### src/rtl/imm_extend_pipe.sv
// imm_extend_pipe
//   Decodes the RISC-V immediate of an instruction into a sign-extended value
//   of width XLEN. The result is registered, with one extra skid entry, so
//   in_ready is a pure register output.
//
// Ports
//   clk          rising-edge clock
//   rst_n        asynchronous active-low reset
//   in_valid     input handshake valid
//   in_ready     input handshake ready (registered, equal to NOT skid full)
//   in_instr     instruction bits [31:7]; port bit k is instruction bit k+7
//   in_src       immediate format: 0 I, 1 S, 2 B, 3 U, 4 J, 5..7 illegal
//   out_valid    out_imm / out_illegal hold a result
//   out_ready    downstream accepts the result
//   out_imm      sign-extended immediate (zero for an illegal select)
//   out_illegal  result came from an illegal select
//   illegal_cnt  saturating count of accepted illegal selects
module imm_extend_pipe #(
    parameter int XLEN  = 32,
    parameter int CNT_W = 8
) (
    input  logic             clk,
    input  logic             rst_n,
    input  logic             in_valid,
    output logic             in_ready,
    input  logic [24:0]      in_instr,
    input  logic [2:0]       in_src,
    output logic             out_valid,
    input  logic             out_ready,
    output logic [XLEN-1:0]  out_imm,
    output logic             out_illegal,
    output logic [CNT_W-1:0] illegal_cnt
);

    localparam logic [2:0] SRC_I = 3'd0;
    localparam logic [2:0] SRC_S = 3'd1;
    localparam logic [2:0] SRC_B = 3'd2;
    localparam logic [2:0] SRC_U = 3'd3;
    localparam logic [2:0] SRC_J = 3'd4;

    // Renumbered so the decode reads in instruction bit positions.
    logic [31:7]     instr;
    logic [31:0]     imm32;
    logic [XLEN-1:0] dec_imm;
    logic            dec_illegal;

    assign instr = in_instr;

    always_comb begin
        imm32       = '0;
        dec_illegal = 1'b0;
        case (in_src)
            SRC_I:   imm32 = {{20{instr[31]}}, instr[31:20]};
            SRC_S:   imm32 = {{20{instr[31]}}, instr[31:25], instr[11:7]};
            SRC_B:   imm32 = {{19{instr[31]}}, instr[31], instr[7],
                              instr[30:25], instr[11:8], 1'b0};
            SRC_U:   imm32 = {instr[31:12], 12'h000};
            SRC_J:   imm32 = {{11{instr[31]}}, instr[31], instr[19:12],
                              instr[20], instr[30:21], 1'b0};
            default: dec_illegal = 1'b1;
        endcase
    end

    // Every 32-bit form already carries instr[31] in bit 31, so widening
    // only needs to replicate that bit.
    generate
        if (XLEN > 32) begin : g_wide
            assign dec_imm = {{(XLEN-32){imm32[31]}}, imm32};
        end else begin : g_narrow
            assign dec_imm = imm32;
        end
    endgenerate

    logic            skid_valid;
    logic [XLEN-1:0] skid_imm;
    logic            skid_illegal;
    logic            accept;
    logic            out_free;

    assign accept   = in_valid & in_ready;
    // Output register can take a new value at this edge.
    assign out_free = ~out_valid | out_ready;

    always_ff @(posedge clk or negedge rst_n) begin
        if (!rst_n) begin
            out_valid    <= 1'b0;
            out_imm      <= '0;
            out_illegal  <= 1'b0;
            skid_valid   <= 1'b0;
            skid_imm     <= '0;
            skid_illegal <= 1'b0;
            in_ready     <= 1'b1;
        end else if (out_free) begin
            // A full skid implies in_ready=0, so no acceptance competes here.
            if (skid_valid) begin
                out_valid   <= 1'b1;
                out_imm     <= skid_imm;
                out_illegal <= skid_illegal;
                skid_valid  <= 1'b0;
                in_ready    <= 1'b1;
            end else if (accept) begin
                out_valid   <= 1'b1;
                out_imm     <= dec_imm;
                out_illegal <= dec_illegal;
            end else begin
                out_valid   <= 1'b0;
            end
        end else if (accept) begin
            skid_valid   <= 1'b1;
            skid_imm     <= dec_imm;
            skid_illegal <= dec_illegal;
            in_ready     <= 1'b0;
        end
    end

    always_ff @(posedge clk or negedge rst_n) begin
        if (!rst_n) begin
            illegal_cnt <= '0;
        end else if (accept && dec_illegal && (illegal_cnt != '1)) begin
            illegal_cnt <= illegal_cnt + 1'b1;
        end
    end

endmodule

### config.mk
export PLATFORM = sky130hd
export DESIGN_NAME = imm_extend_pipe
export DESIGN_NICKNAME = d
export VERILOG_FILES = /design/src/rtl/imm_extend_pipe.sv
export SDC_FILE = /design/constraint.sdc
export NUM_CORES = 1
export LEC_CHECK = 0
export CAP_MARGIN = 20
export CORE_MARGIN = 10
export CORE_UTILIZATION = 55
export CTS_CLUSTER_SIZE = 28
export DETAILED_ROUTE_END_ITERATION = 16
export GPL_TIMING_DRIVEN = 0
export PLACE_DENSITY_LB_ADDON = 0.12
export RECOVER_POWER = 50
export SLEW_MARGIN = 0
export SYNTH_ARGS = -nofsm -noshare
export SYNTH_HDL_FRONTEND = slang
export SYNTH_SLANG_ARGS = --single-unit
### constraint.sdc
create_clock -name clk -period 2.4 [get_ports clk]
set_input_delay 0.48 -clock clk [delete_from_list [all_inputs] [get_ports clk]]
set_output_delay 0.48 -clock clk [all_outputs]
set_load 0.02 [all_outputs]
## After elaboration in Yosys (flattened, before gate mapping)

Cells that the tools add are included.

| storage, ports and cells | value |
|---|---|
| bits in registers | 77 |
| output and inout bits | 43 |
| input bits | 32 |

| operators by class | value |
|---|---|
| bitwise gates (word level) | 4 |
| add/subtract/negate cells | 1 |
| multiplexer cells | 13 |
| equality and inequality tests | 6 |
| reduce and logical (&&, ||, !) cells | 9 |

Operator list:

| operator | count |
|---|---|
| case mux 32 bit (5 select lines) | 1 |
| 2-to-1 mux 32 bit | 2 |
| 2-to-1 mux 1 bit | 10 |
| adder 8 x 1 -> 8 bit, second input constant | 1 |
| != test 8 bit, second input constant | 1 |
| == test 3 x 2 -> 1 bit, second input constant | 2 |
| AND reduction 2 bit | 3 |
| OR reduction 5 bit | 1 |
| nonzero test 2 bit | 2 |
| == test 3 x 1 -> 1 bit, second input constant | 1 |
| == test 3 bit, second input constant | 1 |
| zero test 3 bit | 1 |
| logical AND 1 bit | 2 |
| != test 2 bit, second input constant | 1 |
| NOT 1 bit | 2 |
| AND 1 bit | 1 |
| bitwise OR 1 bit | 1 |

## Logic depth before layout (Yosys ltp)

| logic depth | value |
|---|---|
| word-level depth | 5 |
| depth in mapped cells | 6 |
| mapped depth without buffers | 5 |

## Worst setup path before layout

OpenSTA, ideal clock, no wires.

| path | value |
|---|---|
| path type | register -> register |
| start point | register illegal_cnt[0] |
| end point | register illegal_cnt[1] |
| required time | 2.275 ns |
| stages on the path, launching flop included | 5 |
| setup time | 0.125 ns |
| arrival | 1.382 ns |
| clock period less this slack | 1.507 ns |
| path buffers | 0 |
| path slack | 0.893 ns |
| path through | dfrtp_1 > ha_1 > nand4_1 > o21a_2 > mux2_2 |

| between the ends | value |
|---|---|
| word-level cells in the longest chain between the ends | 2 |
| elaborated cells on any way between the ends | 3 |

RTL lines:

| what | RTL line | source |
|---|---|---|
| start, declared | 32 | `output logic [CNT_W-1:0] illegal_cnt` |
| start signal, assigned | 120 | `illegal_cnt <= illegal_cnt + 1'b1;` |
| branches (longest 2 deep; another with adder 8 x 1 -> 8 bit) | - |  |

Several ways; the timed one is not identified.
A chain may end at the register's enable or synchronous reset.

## Worst setup path after layout

| path | value |
|---|---|
| start point | register in_ready |
| end point | output in_ready |

RTL lines:

| what | RTL line | source |
|---|---|---|
| start, declared | 25 | `output logic in_ready,` |
| start signal, assigned | 92 | `in_ready <= 1'b1;` |
| start signal, assigned | 100 | `in_ready <= 1'b1;` |
| start signal, assigned | 112 | `in_ready <= 1'b0;` |

No word-level cell between the ends.

==> flow_metrics.py <==
metrics = {
    "cells_and_area": {
        "finish.instance_area_mm2": 0.00463,
        "n_antenna_cell": 0,
        "final_core_utilization_pct": 72.9,
        "nFillCells": 486,
        "layout-drive-gt1-share_pct": 7.66,
        "fin_nets": 511,
        "area.growth.synth_to_final_pct": 28.0,
    },
    "global_routing": {
        "grt_overflow_total": 0,
        "antenna_violations_before_repair": 0,
        "grt_pass1_wl_mm": 16.0,
        "pin_count_of_the_biggest_net_entering_global_routing": 68,
        "first_global_vias": 3249,
        "grt_usage_pct": 19.4,
    },
    "yosys": {
        "yosys_warnings": 0,
        "synthesis.area_mm2": 0.00361,
        "synth-seq-cells": 77,
        "post-synth-top-area-fraction_pct": 52.6,
        "synth.net_count": 426,
        "synth-edff-count": 0,
        "synth_cell_types": 40,
        "yosys-top-cells-area": "dfrtp_1 (53%), a21oi_1 (7.9%), o21ai_0 (6.9%)",
        "synth-main-ff-cell": "dfrtp_1",
        "count_of_mapped_cells_out_of_synthesis": 393,
        "synth_seq_area_share_pct": 53.3,
        "post-synth-top-area-cell": "dfrtp_1",
        "async_reset_ff_share_pct": 100,
        "syn_area_per_cell_um2": 9.20,
    },
    "setup_path": {
        "startpoint_type": "flip-flop",
        "timing.critical_path.from": "in_ready",
        "critical_path.reg2reg.endpoint": "out_imm[31]",
        "crit_path_max_fanout": 6,
        "critical_path_cell_count": 1,
        "worst_path_largest_cell_delay_ns": 0.63,
        "worstPathCellList": "clkdlybuf4s50_1",
        "cp_data_required_time_ns": 1.92,
        "setup.reg_to_reg.worst_slack_ns": 0.63,
        "critical_path.slowest_cell": "clkdlybuf4s50_1",
        "combined_buffer_and_inverter_count_along_the_critical_path": 1,
        "worst_ep_arrival_ns": 1.56,
        "critical_path.endpoint": "in_ready",
        "critical_path.endpoint_type": "output pin",
        "worst-setup-path-type": "flip-flop to output pin",
        "critical_path.reg2reg.startpoint": "in_ready",
        "critical_path.top_delay_family": "buffers and inverters",
        "r2r.worst_path.cells": 5,
    },
    "sta": {
        "final_setup_viols": 0,
        "timing.final.hold_violations": 0,
        "worstMarginPinSlew_ns": 0.685,
        "hold_ws_ns": 0.480,
        "fin_crit_ns": 2.04,
        "final.period_utilization_pct": 85.2,
        "max_freq_mhz": 489,
        "maxSlewHeadroom_pct": 54.3,
        "rsz0062_at_grt": "false",
        "final.setup_skew_ns": 0.0104,
        "final-max-slew-violation-count": 0,
    },
    "die": {
        "initial_utilization_pct": 56.9,
        "io_pins": 75,
        "floorplan.die.width_um": 101,
        "core_region_area_mm2": 0.00635,
        "fp.dieArea_mm2": 0.0102,
        "fp-row-count": 29,
        "chipHeight_um": 101,
    },
    "clock_tree": {
        "cts_max_level": 3,
        "clock_latency_ns": 0.35,
        "post_cts_setup_repair_buffer_count": 0,
        "clkSinkCount": 77,
        "clk_path_buf_depth": 2,
        "hold_bufs_at_cts": 1,
        "cts_resized": 0,
        "cts.reportedPaths.clkPinSlew_ns": 0.08,
        "ctsRootBufferMaster": "clkbuf_8",
        "cts_inserted_buffers": 9,
        "clock_tree_from_tritoncts": "done",
    },
    "route": {
        "routed_via_density": 5.82,
        "detail_route.drc_violations": 0,
        "top_layer": "met4",
        "first_pass_iters": 6,
        "drt_first_iter_violations": 165,
        "met1_wire_length_mm": 4.16,
        "vias": 3259,
        "routed-wl-met2_mm": 4.62,
        "routed_wl_mm": 9.79,
        "wl_per_cell_um": 17.5,
        "antenna_violating_nets_post_route": 0,
        "met3_wl_um": 813,
    },
    "pwr": {
        "clock_power_share_pct": 37.3,
        "p_int_mw": 1.82,
        "seq_power_share_pct": 54.2,
        "power_leakage_nw": 2.03,
        "power.ir.vdd_worst_v": 0.000361,
        "net-switching-power_uw": 569,
        "combPwrFrac_pct": 8.5,
        "switching_share_pct": 23.8,
        "cellPowerDensity_mw_per_mm2": 517,
    },
    "placed_design": {
        "dpl_cell_area_mm2": 0.00446,
        "place.port_buffers": 72,
        "dpl.hpwl_mm": 7.18,
        "place.gp.congestion": 0.868,
    },
    "status": {
        "run_status": "finished clean",
    },
    "hold_path": {
        "min_path_type": "flip-flop to flip-flop",
    },
    "run": {
        "maxCapViolCount": 0,
    },
}
[metal layers]
metal	vias up	track usage (%)
met3	19	5.76
met1	1566	25.6
li1	1551	-
met2	123	29.7
met4	0	6.65
met5	-	0
[synth_stat cells (2+ instances only)]
master,instances
dfrtp_1,76
nand2_1,62
a21oi_1,57
o21ai_0,50
nand3_1,23
clkbuf_1,15
and3_1,14
o21ai_1,13
a211oi_1,11
nor2_1,11
buf_2,8
buf_6,6
a22oi_1,4
nand4_1,4
xnor2_1,4
buf_4,3
mux2_2,3
and2_1,2
inv_1,2
nand2b_1,2
nor2_2,2
o211ai_1,2
o21a_1,2
[through the flow]
step | TNS, ns | worst slack, ns | std cells | total power, mW
3_5_place_dp | 0 | 0.181 | 543 | 1.52
2_1_floorplan | 0 | 0.893 | 393 | 1.41
5_1_grt | 0 | 0.261 | 560 | 2.48
3_3_place_gp | -139.21 | -1.82 | 542 | 1.52
4_1_cts | 0 | 0.340 | 560 | 2.41
6_report | 0 | 0.356 | 560 | 2.39
[state kept, by name, indices dropped and copies added, names as in the netlist]
register / flops
in_ready: 1
out_illegal: 1
skid_illegal: 1
out_imm: 32
out_valid: 1
skid_imm: 32
skid_valid: 1
illegal_cnt: 8
[power by group through the flow]
| stage | clock (mW) | combinational, mW | sequential, mW |
|---|---|---|---|
| floorplan | 0 | 0.0879 | 1.32 |
| detailed placement | 0 | 0.203 | 1.32 |
| CTS | 0.907 | 0.205 | 1.30 |
| global placement | 0 | 0.195 | 1.32 |
| global route | 0.959 | 0.223 | 1.30 |
| finish | 0.891 | 0.203 | 1.30 |
[how the worst min path moves through the flow]
stage,startpoint,to,slack [ns],depth (start not counted)
2_1_floorplan,rst_n,illegal_cnt[0],0.18,0
3_3_place_gp,skid_imm[19],skid_imm[19],0.45,2
3_5_place_dp,rst_n,out_imm[8],0.33,1
4_1_cts,skid_imm[27],skid_imm[27],0.48,2
5_1_grt,skid_imm[9],skid_imm[9],0.50,2
6_report,skid_imm[19],skid_imm[19],0.48,2
[layout make-up]
class | count | area, um^2 | share of cell area (%)
plain buffers | 32 | 185 | 4.00
clock inverters | 1 | 7.51 | 0.162
well taps | 77 | 96.3 | 2.08
repair buffers | 74 | 752 | 16.3
flip-flops and latches | 77 | 1930 | 41.7
inverters | 2 | 7.51 | 0.162
clock buffers | 15 | 166 | 3.60
multi-input cells | 282 | 1480 | 32.1
[cells in the final DEF, fill, tap and decap left out, types with 2 or more instances in the layout]
| master | instances |
|---|---|
| nand4_1 | 4 |
| buf_6 | 6 |
| nand2b_1 | 2 |
| buf_4 | 3 |
| clkdlybuf4s50_1 | 69 |
| a211oi_1 | 11 |
| dlygate4sd3_1 | 3 |
| clkbuf_8 | 11 |
| mux2_2 | 3 |
| nand2_1 | 62 |
| nor2_2 | 2 |
| and3_1 | 14 |
| xnor2_1 | 4 |
| and2_1 | 2 |
| dfrtp_1 | 76 |
| buf_2 | 7 |
| nor2b_1 | 2 |
| o21a_1 | 3 |
| a22oi_1 | 4 |
| o21ai_1 | 13 |
| inv_1 | 2 |
| nor2_1 | 11 |
| a21oi_1 | 57 |
| clkbuf_1 | 21 |
| o211ai_1 | 2 |
| o21ai_0 | 51 |
| nand3_1 | 23 |
[kinds of logic after synthesis]
logic type	synth area share (%)
flops	53.3
xor+xnor	1.21
simple gates	16.2
buf+inv	5.37
mux	1.21
compound gates	22.3
fa+ha+maj	0.346
Note: power is estimated with default switching activity, not from simulation.
